File: config.mk
export PLATFORM = sky130hd
export DESIGN_NAME = muldiv_controller
export DESIGN_NICKNAME = d
export VERILOG_FILES = /design/src/rtl/muldiv_pkg.sv /design/src/rtl/muldiv_datapath.sv /design/src/rtl/muldiv_controller.sv
export SDC_FILE = /design/constraint.sdc
export NUM_CORES = 1
export LEC_CHECK = 0
export ABC_AREA = 0
export CORE_ASPECT_RATIO = 1.4
export CORE_MARGIN = 5
export CORE_UTILIZATION = 60
export DETAILED_ROUTE_END_ITERATION = 8
export GPL_TIMING_DRIVEN = 0
export PLACE_DENSITY = 0.92
export SYNTH_ARGS = -nofsm -noshare
export SYNTH_HDL_FRONTEND = slang
export SYNTH_HIERARCHICAL = 1
export SYNTH_SLANG_ARGS = --single-unit
File: constraint.sdc
create_clock -name clk -period 7.25 [get_ports clk]
set_input_delay 1.45 -clock clk [delete_from_list [all_inputs] [get_ports clk]]
set_output_delay 1.45 -clock clk [all_outputs]
set_load 0.05 [all_outputs]
File: src/rtl/muldiv_pkg.sv
// Shared types for the M-extension multiply/divide unit: operation codes,
// controller states and the operand-classification helpers.
package muldiv_pkg;

    localparam int WIDTH = 32;
    localparam int CNT_W = 6;

    typedef enum logic [2:0] {
        OP_MUL    = 3'b000,
        OP_MULH   = 3'b001,
        OP_MULHSU = 3'b010,
        OP_MULHU  = 3'b011,
        OP_DIV    = 3'b100,
        OP_DIVU   = 3'b101,
        OP_REM    = 3'b110,
        OP_REMU   = 3'b111
    } op_e;

    typedef enum logic [1:0] {
        ST_IDLE = 2'd0,
        ST_BUSY = 2'd1,
        ST_DONE = 2'd2
    } state_e;

    function automatic logic op_is_div(input op_e op);
        return op[2];
    endfunction

    function automatic logic op_a_signed(input op_e op);
        return op inside {OP_MUL, OP_MULH, OP_MULHSU, OP_DIV, OP_REM};
    endfunction

    function automatic logic op_b_signed(input op_e op);
        return op inside {OP_MUL, OP_MULH, OP_DIV, OP_REM};
    endfunction

    // Divide-by-zero and signed overflow finish without iterating.
    function automatic logic is_bypass(input op_e op, input logic [WIDTH-1:0] a,
                                       input logic [WIDTH-1:0] b);
        logic [WIDTH-1:0] int_min;
        int_min = {1'b1, {(WIDTH-1){1'b0}}};
        return op_is_div(op) &&
               ((b == '0) || (op_b_signed(op) && (a == int_min) && (b == '1)));
    endfunction

endpackage

File: src/rtl/muldiv_datapath.sv
// Shared 64-bit shift register with one 33-bit adder/subtractor and sign fix-up.
// Latency: one radix-2 step per cycle while step is high.
// Backpressure: none; sequenced entirely by the controller.
module muldiv_datapath
    import muldiv_pkg::*;
#(
    parameter int WIDTH = 32
) (
    input  logic             clk,
    input  logic             reset_n,
    input  logic             load,
    input  logic             step,
    input  op_e              op,
    input  logic [WIDTH-1:0] op_a,
    input  logic [WIDTH-1:0] op_b,
    output logic [WIDTH-1:0] result
);

    logic [2*WIDTH-1:0] acc_q;
    logic [WIDTH-1:0]   opnd_q;
    op_e                op_q;
    logic               sign_a_q;
    logic               sign_b_q;
    logic               special_q;

    logic               sa;
    logic               sb;
    logic [WIDTH-1:0]   mag_a;
    logic [WIDTH-1:0]   mag_b;
    logic [2*WIDTH-1:0] acc_load;
    logic [WIDTH-1:0]   opnd_load;

    always_comb begin
        sa    = op_a_signed(op) & op_a[WIDTH-1];
        sb    = op_b_signed(op) & op_b[WIDTH-1];
        mag_a = sa ? -op_a : op_a;
        mag_b = sb ? -op_b : op_b;
        // Divide-by-zero preloads {remainder, quotient} = {op_a, all ones}.
        if (op_is_div(op) && (op_b == '0)) begin
            acc_load  = {op_a, {WIDTH{1'b1}}};
            opnd_load = '0;
        end else if (op_is_div(op)) begin
            acc_load  = {{WIDTH{1'b0}}, mag_a};
            opnd_load = mag_b;
        end else begin
            acc_load  = {{WIDTH{1'b0}}, mag_b};
            opnd_load = mag_a;
        end
    end

    logic               is_mul;
    logic [WIDTH:0]     add_x;
    logic [WIDTH:0]     add_y;
    logic [WIDTH:0]     add_sum;
    logic [WIDTH:0]     mul_upper;
    logic               quo_bit;
    logic [WIDTH-1:0]   rem_next;
    logic [2*WIDTH-1:0] acc_step;

    // Multiply adds into the upper half; divide subtracts from the shifted remainder.
    always_comb begin
        is_mul    = ~op_q[2];
        add_x     = is_mul ? {1'b0, acc_q[2*WIDTH-1:WIDTH]} : acc_q[2*WIDTH-1:WIDTH-1];
        add_y     = is_mul ? {1'b0, opnd_q} : ~{1'b0, opnd_q};
        add_sum   = add_x + add_y + {{WIDTH{1'b0}}, ~is_mul};
        mul_upper = acc_q[0] ? add_sum : {1'b0, acc_q[2*WIDTH-1:WIDTH]};
        quo_bit   = ~add_sum[WIDTH];
        rem_next  = quo_bit ? add_sum[WIDTH-1:0] : acc_q[2*WIDTH-2:WIDTH-1];
        if (is_mul) begin
            acc_step = {mul_upper, acc_q[WIDTH-1:1]};
        end else begin
            acc_step = {rem_next, acc_q[WIDTH-2:0], quo_bit};
        end
    end

    always_ff @(posedge clk or negedge reset_n) begin
        if (!reset_n) begin
            acc_q     <= '0;
            opnd_q    <= '0;
            op_q      <= OP_MUL;
            sign_a_q  <= 1'b0;
            sign_b_q  <= 1'b0;
            special_q <= 1'b0;
        end else if (load) begin
            acc_q     <= acc_load;
            opnd_q    <= opnd_load;
            op_q      <= op;
            sign_a_q  <= sa;
            sign_b_q  <= sb;
            special_q <= is_bypass(op, op_a, op_b);
        end else if (step) begin
            acc_q     <= acc_step;
        end
    end

    logic [2*WIDTH-1:0] prod;
    logic               neg_quo;
    logic               neg_rem;

    always_comb begin
        prod    = (sign_a_q ^ sign_b_q) ? -acc_q : acc_q;
        neg_quo = ~special_q & (sign_a_q ^ sign_b_q);
        neg_rem = ~special_q & sign_a_q;
        unique case (op_q)
            OP_MUL:                       result = prod[WIDTH-1:0];
            OP_MULH, OP_MULHSU, OP_MULHU: result = prod[2*WIDTH-1:WIDTH];
            OP_DIV, OP_DIVU:              result = neg_quo ? -acc_q[WIDTH-1:0] : acc_q[WIDTH-1:0];
            OP_REM, OP_REMU:              result = neg_rem ? -acc_q[2*WIDTH-1:WIDTH]
                                                           : acc_q[2*WIDTH-1:WIDTH];
            default:                      result = '0;
        endcase
    end

endmodule

File: src/rtl/muldiv_controller.sv
// Iterative RV32M multiply/divide unit: IDLE -> BUSY (32 steps) -> DONE.
// Latency: valid 33 cycles after accept, 1 cycle for divide-by-zero/overflow.
// Backpressure: stall holds the pipeline from accept until DONE; flush aborts.
module muldiv_controller
    import muldiv_pkg::*;
#(
    parameter int WIDTH = 32
) (
    input  logic             clk,
    input  logic             reset_n,
    input  logic             start,
    input  logic [2:0]       funct3,
    input  logic [WIDTH-1:0] op_a,
    input  logic [WIDTH-1:0] op_b,
    input  logic             flush,
    output logic             stall,
    output logic             busy,
    output logic             valid,
    output logic [WIDTH-1:0] result
);

    state_e             state_q;
    state_e             state_d;
    logic [CNT_W-1:0]   cnt_q;
    logic [CNT_W-1:0]   cnt_d;
    logic               load;
    logic               step;
    op_e                op_in;
    logic [WIDTH-1:0]   dp_result;

    assign op_in = op_e'(funct3);

    always_ff @(posedge clk or negedge reset_n) begin
        if (!reset_n) begin
            state_q <= ST_IDLE;
            cnt_q   <= '0;
        end else begin
            state_q <= state_d;
            cnt_q   <= cnt_d;
        end
    end

    always_comb begin
        state_d = state_q;
        cnt_d   = cnt_q;
        load    = 1'b0;
        step    = 1'b0;
        unique case (state_q)
            ST_IDLE: begin
                if (start) begin
                    load = 1'b1;
                    if (is_bypass(op_in, op_a, op_b)) begin
                        state_d = ST_DONE;
                        cnt_d   = '0;
                    end else begin
                        state_d = ST_BUSY;
                        cnt_d   = CNT_W'(WIDTH);
                    end
                end
            end
            ST_BUSY: begin
                step  = 1'b1;
                cnt_d = cnt_q - CNT_W'(1);
                if (cnt_q == CNT_W'(1)) begin
                    state_d = ST_DONE;
                end
            end
            ST_DONE: begin
                state_d = ST_IDLE;
            end
            default: begin
                state_d = ST_IDLE;
                cnt_d   = '0;
            end
        endcase
        // Flush outranks acceptance and every transition.
        if (flush) begin
            state_d = ST_IDLE;
            cnt_d   = '0;
            load    = 1'b0;
            step    = 1'b0;
        end
    end

    assign busy   = (state_q != ST_IDLE);
    assign valid  = (state_q == ST_DONE) && !flush;
    assign stall  = reset_n && (((state_q == ST_IDLE) && start && !flush) ||
                                (state_q == ST_BUSY));
    assign result = valid ? dp_result : '0;

    muldiv_datapath #(
        .WIDTH (WIDTH)
    ) u_datapath (
        .clk     (clk),
        .reset_n (reset_n),
        .load    (load),
        .step    (step),
        .op      (op_in),
        .op_a    (op_a),
        .op_b    (op_b),
        .result  (dp_result)
    );

endmodule
Yosys cells after proc, flatten, opt, wreduce, memory -nomap -nowiden
Cells that the tools add are included.
- register bits: 110
- logic and storage cells: 99
- mux-type cells: 32
- bitwise logic cells: 8
- reduce and logical (&&, ||, !) cells: 24
- $add $sub $neg: 8
- equality and inequality tests: 19
- operators with widths (kind ; number):
    2-to-1 mux 64 bit ; 5
    2-to-1 mux 32 bit ; 9
    negation 32 bit ; 4
    case mux 32 bit (4 select lines) ; 1
    2-to-1 mux 33 bit ; 3
    equality test 32 bit, second input constant ; 2
    negation 64 bit ; 1
    adder 33 x 1 -> 33 bit ; 1
    adder 33 bit ; 1
    inverter 32 -> 33 bit ; 1
    zero test 32 bit ; 1
    equality test 3 bit, second input constant ; 6
    2-to-1 mux 6 bit ; 3
    case mux 6 bit (3 select lines) ; 1
    equality test 3 x 2 -> 1 bit, second input constant ; 3
    logical AND 1 bit ; 8
    2-to-1 mux 2 bit ; 4
    equality test 3 x 1 -> 1 bit, second input constant ; 2
    equality test 6 x 1 -> 1 bit, second input constant ; 1
    zero test 3 bit ; 2
    inequality test 3 bit, second input constant ; 2
    subtractor 6 x 1 -> 6 bit, second input constant ; 1
    2-to-1 mux 1 bit ; 5
    nonzero test 5 bit ; 1
    other kinds (15) ; 23

Logic depth before layout (Yosys ltp)
Gate-level depths: netlist (run 1).
- depth after elaboration: 10
- mapped depth: 19
- gate-level depth less buffers: 13

By module
Netlist (run 1), hierarchy kept.
- modules (own cells, without submodules) (module ; times used ; cells an instance ; area each (um^2) ; sequential area each (um^2)):
    muldiv_datapath ; 1 ; 1824 ; 13329.0 ; 2552.4
    muldiv_controller ; 1 ; 128 ; 964.7 ; 200.2

Worst setup path before layout (run 1)
OpenSTA, ideal clock, no wires.
- path kind: register to output
- start: register u_datapath.acc_q[33]
- end: output port result[26]
- data required time: 5800 ps
- cell stages (with the launch flop): 14
- arrival time: 3557 ps
- buffers on the path: 1
- setup slack: 2243 ps
- cell sequence: dfrtp_1 clkbuf_1 inv_1 ha_1 or4b_2 nor4_1 nand4b_1 nor3_1 a21oi_1 xnor2_1 a211oi_1 a211oi_1 a21oi_1 and2_1
- longest elaborated chain between the ends: 4
- elaborated cells between the ends (all ways): 6
- RTL lines (what ; line ; text):
    start, declared ; muldiv_datapath.sv:19 ; logic [2*WIDTH-1:0] acc_q;
    start signal, assigned ; muldiv_datapath.sv:85 ; acc_q <= acc_load;
    start signal, assigned ; muldiv_datapath.sv:92 ; acc_q <= acc_step;
    negation 64 bit or negation 32 bit (tied branches) ; muldiv_datapath.sv:101, muldiv_datapath.sv:108 ;
    2-to-1 mux 64 bit or 2-to-1 mux 32 bit (tied branches) ; muldiv_datapath.sv:101, muldiv_datapath.sv:108 ;
    case mux 32 bit (4 select lines) * ; muldiv_datapath.sv:104 ; unique case (op_q)
    net dp_result[26] ; muldiv_controller.sv:29 ; logic [WIDTH-1:0] dp_result;
    2-to-1 mux 32 bit * ; muldiv_controller.sv:89 ; assign result = valid ? dp_result : '0;
    end, declared ; muldiv_controller.sv:19 ; output logic [WIDTH-1:0] result
The timed path passes the listed nets; every way through them passes the cells marked *.

Final worst setup path (run 1)
- start: register u_datapath.acc_q[33]
- end: output port result[24]
The elaborated chain is that of the path after synthesis.

==> impl_metrics.py, run 1 <==
metrics = {
    "floorplan": {
        "initial_utilization": 0.6116,
        "core_area_mm2": 0.02337,
        "die_h_um": 192.6,
        "rows": 66,
        "io_pins": 106,
        "die_area_mm2": 0.02705,
        "die_w_um": 140.4,
    },
    "setup_path": {
        "end_kind": "output port",
        "crit_path_max_fanout": 8,
        "ff2ff_setup_slack_ns": 0.31,
        "arrival_ns": 5.64,
        "critPathKind": "reg -> out",
        "reg2reg_from": "u_datapath/op_q[2]",
        "start_kind": "flip-flop",
        "crit_start": "u_datapath/acc_q[33]",
        "worstPathRequired_ns": 5.80,
    },
    "routing": {
        "ant_nets": 0,
        "vias": 16871,
        "initialDrtViolationCount": 2448,
        "wl_per_cell_um": 26.93,
        "postRouteWirelength_mm": 64.12,
        "vias_per_cell": 7.086,
        "drtPass1Iterations": 8,
        "drc_errors": 0,
    },
    "status": {
        "outcome": "completed",
    },
    "power": {
        "ir_drop_v": 0.0002891,
        "p_per_area_mw_per_mm2": 447.6,
        "leakage_nw": 6.413,
    },
    "sta": {
        "rsz0062_at_grt": "false",
        "worstMarginPinSlew_ns": 1.260,
        "fmax_ghz": 0.1411,
        "maxSlewViolCount": 0,
        "finClkSkew_ns": 0.01968,
        "relSlewSlack": 0.1493,
        "hold_viol_final": 0,
        "period_share": 0.9773,
        "setup_violations": 0,
        "finalCriticalPeriod_ns": 7.085,
    },
    "global_routing": {
        "grt_use_total": 0.4572,
        "grt_pass1_vias": 16090,
        "overflow": 0,
        "grt_max_degree": 73,
        "antenna_found_initial": 0,
        "grt_pass1_wl_mm": 93.90,
    },
    "synth": {
        "ys_ff_latch": 110,
        "synth.avg_cell_area_um2": 7.323,
        "synth_cell_types": 81,
        "seq_area_frac_synth": 0.1926,
        "syn-num-nets": 2062,
        "synth_edf_count": 0,
        "ys.flop_type": "dfrtp_1",
        "async_reset_ff_frac": 1.000,
        "ys_warn_count": 6,
        "syn_inst": 1952,
        "syn_area_mm2": 0.01429,
    },
    "placement": {
        "placed_area_mm2": 0.01577,
        "portBuffers": 105,
        "dp_hpwl_mm": 49.94,
        "gp_congestion": 1.124,
    },
    "final_layout": {
        "layout.nets": 2180,
        "final_core_util": 0.6879,
        "drive_gt1_frac": 0.05446,
        "stdcell_area_mm2": 0.01608,
        "diodes": 0,
        "areaGrowthSynthToFinish_pct": 12.47,
        "final_common_cell": "o21ai_0",
        "final_cell_mix": "o21ai_0 (239), nand2_1 (198), nor2_1 (156), a21oi_1 (145), clkbuf_1 (134)",
    },
    "clock_network": {
        "hold_buffers": 0,
        "root_buffer": "clkbuf_16",
        "cts_tree": "built",
        "clockBufferDepth": 2,
        "numCtsBuffers": 9,
        "cts_setup_buffers": 0,
        "clkSlewWorstSetupHoldPaths_ns": 0.09,
        "cts_num_sinks": 110,
        "htreeDepth": 3,
        "clkLatencyLatePin_ns": 0.37,
    },
    "min_path": {
        "holdCritPathClass": "reg -> reg",
        "min_from": "cnt_q[5]",
    },
    "flow_run": {
        "maxCapViolCount": 0,
    },
}
## metrics by stage
stage                     cells  setup WS [ns]  hold slack, ns  power [mW]  setup TNS, ns
after floorplan            1952          2.243          0.4689       4.834              0
after global placement     2363        -0.9952          0.4877       6.267        -0.9952
after detailed placement   2365         0.4567          0.4898       6.396              0
after CTS                  2381         0.3595          0.5077       6.924              0
after global routing       2381        0.01438          0.5350       7.535              0
final                      2381         0.1646          0.5124       7.196              0
## cell families (layout without fill, tap and decap cells)
| group | Yosys count | in the layout | share of synthesized area |
|---|---|---|---|
| xor gates and xnor gates | 230 | 230 | 0.1415 |
| DFF | 110 | 110 | 0.1926 |
| adders and majority gates | 39 | 39 | 0.03466 |
| buffers and inverters | 204 | 327 | 0.05567 |
| AOI/OAI and AO/OA | 605 | 605 | 0.2573 |
| muxes | 126 | 126 | 0.09261 |
| and+or+nand+nor | 638 | 638 | 0.2258 |
## final timing paths
check | endpoint | cells after the start
max in group asynchronous | u_datapath/opnd_q[14] | 2
hold reg to reg | cnt_q[5] | 1
min in group asynchronous | u_datapath/acc_q[11] | 1
setup / recovery | result[24] | 14
hold / removal | cnt_q[5] | 1
setup reg to reg | u_datapath/acc_q[35] | 16
## repair_timing
| item | in CTS | in global routing |
|---|---|---|
| setup endpoints to repair | 0 | 3 |
| endpoints found under the hold margin | 0 | 0 |
| resized for setup | 0 | 5 |
## layer usage
| metal | up-vias | wire, um | global-route usage |
|---|---|---|---|
| li1 | 7290 | - | - |
| met1 | 7823 | 21450 | 0.5229 |
| met2 | 1354 | 28790 | 0.7581 |
| met3 | 404 | 7357 | 0.08032 |
| met4 | 0 | 6524 | 0.3479 |
| met5 | - | 0 | 0 |
## final cells by class
type                    instances  area (um2)
clock inverters                 6       61.31
inverters                      34       127.6
plain buffers                 170       675.6
well taps                     306       382.9
clock buffers                  10       239.0
flip-flops and latches        110        2753
fillers                      2058        7293
multi-input cells            1638       10750
repair buffers                107        1087
## cells in the mapped netlist, types with 21 or more instances
cell / n / area share
nand3_1: 22 / 0.0077
or3_1: 27 / 0.012
nand2_1: 198 / 0.052
dfrtp_1: 110 / 0.19
buf_1: 25 / 0.0066
nor3_1: 42 / 0.015
nor4_1: 23 / 0.010
nand4_1: 27 / 0.012
a211oi_1: 21 / 0.011
a21oi_1: 145 / 0.051
xor2_1: 117 / 0.072
mux2_2: 50 / 0.039
nor2_1: 156 / 0.041
ha_1: 38 / 0.033
mux2i_1: 76 / 0.053
xnor2_1: 112 / 0.069
o211ai_1: 40 / 0.021
and2_1: 44 / 0.019
inv_1: 32 / 0.0084
o21ai_0: 239 / 0.084
clkbuf_1: 136 / 0.036
## sequential cells by signal (all words and copies together), names as in the netlist
| signal | cells |
|---|---|
| u_datapath/acc_q | 64 |
| u_datapath/special_q | 1 |
| u_datapath/opnd_q | 32 |
| state_q | 2 |
| u_datapath/op_q | 3 |
| u_datapath/sign_b_q | 1 |
| cnt_q | 6 |
| u_datapath/sign_a_q | 1 |
## critical path, stage by stage, from the launching register on
cell	delay [ns]
dfrtp_1	0.37
clkbuf_1	0.23
inv_1	0.17
ha_1	0.31
or4b_2	0.70
nor4_1	0.70
nand4b_1	0.39
nor3_1	0.47
a21oi_1	0.14
xor2_1	0.18
nor2_1	0.07
a211oi_1	0.41
o21bai_1	0.18
and2_1	0.14
clkdlybuf4s50_1	0.80
## where the power goes
| part | switching (mW) | total, mW | internal [mW] |
|---|---|---|---|
| Sequential | 0.198 | 1.03 | 0.834 |
| Clock | 0.265 | 0.519 | 0.253 |
| Combinational | 3.60 | 5.64 | 2.05 |
Power figures use the tool's default switching activity.
==> run 2, diff against run 1 <==
- CTS_CLUSTER_DIAMETER: not set -> 30
==> results of run 2 <==
The final DEF is identical to that of run 1; final timing and power are the same.
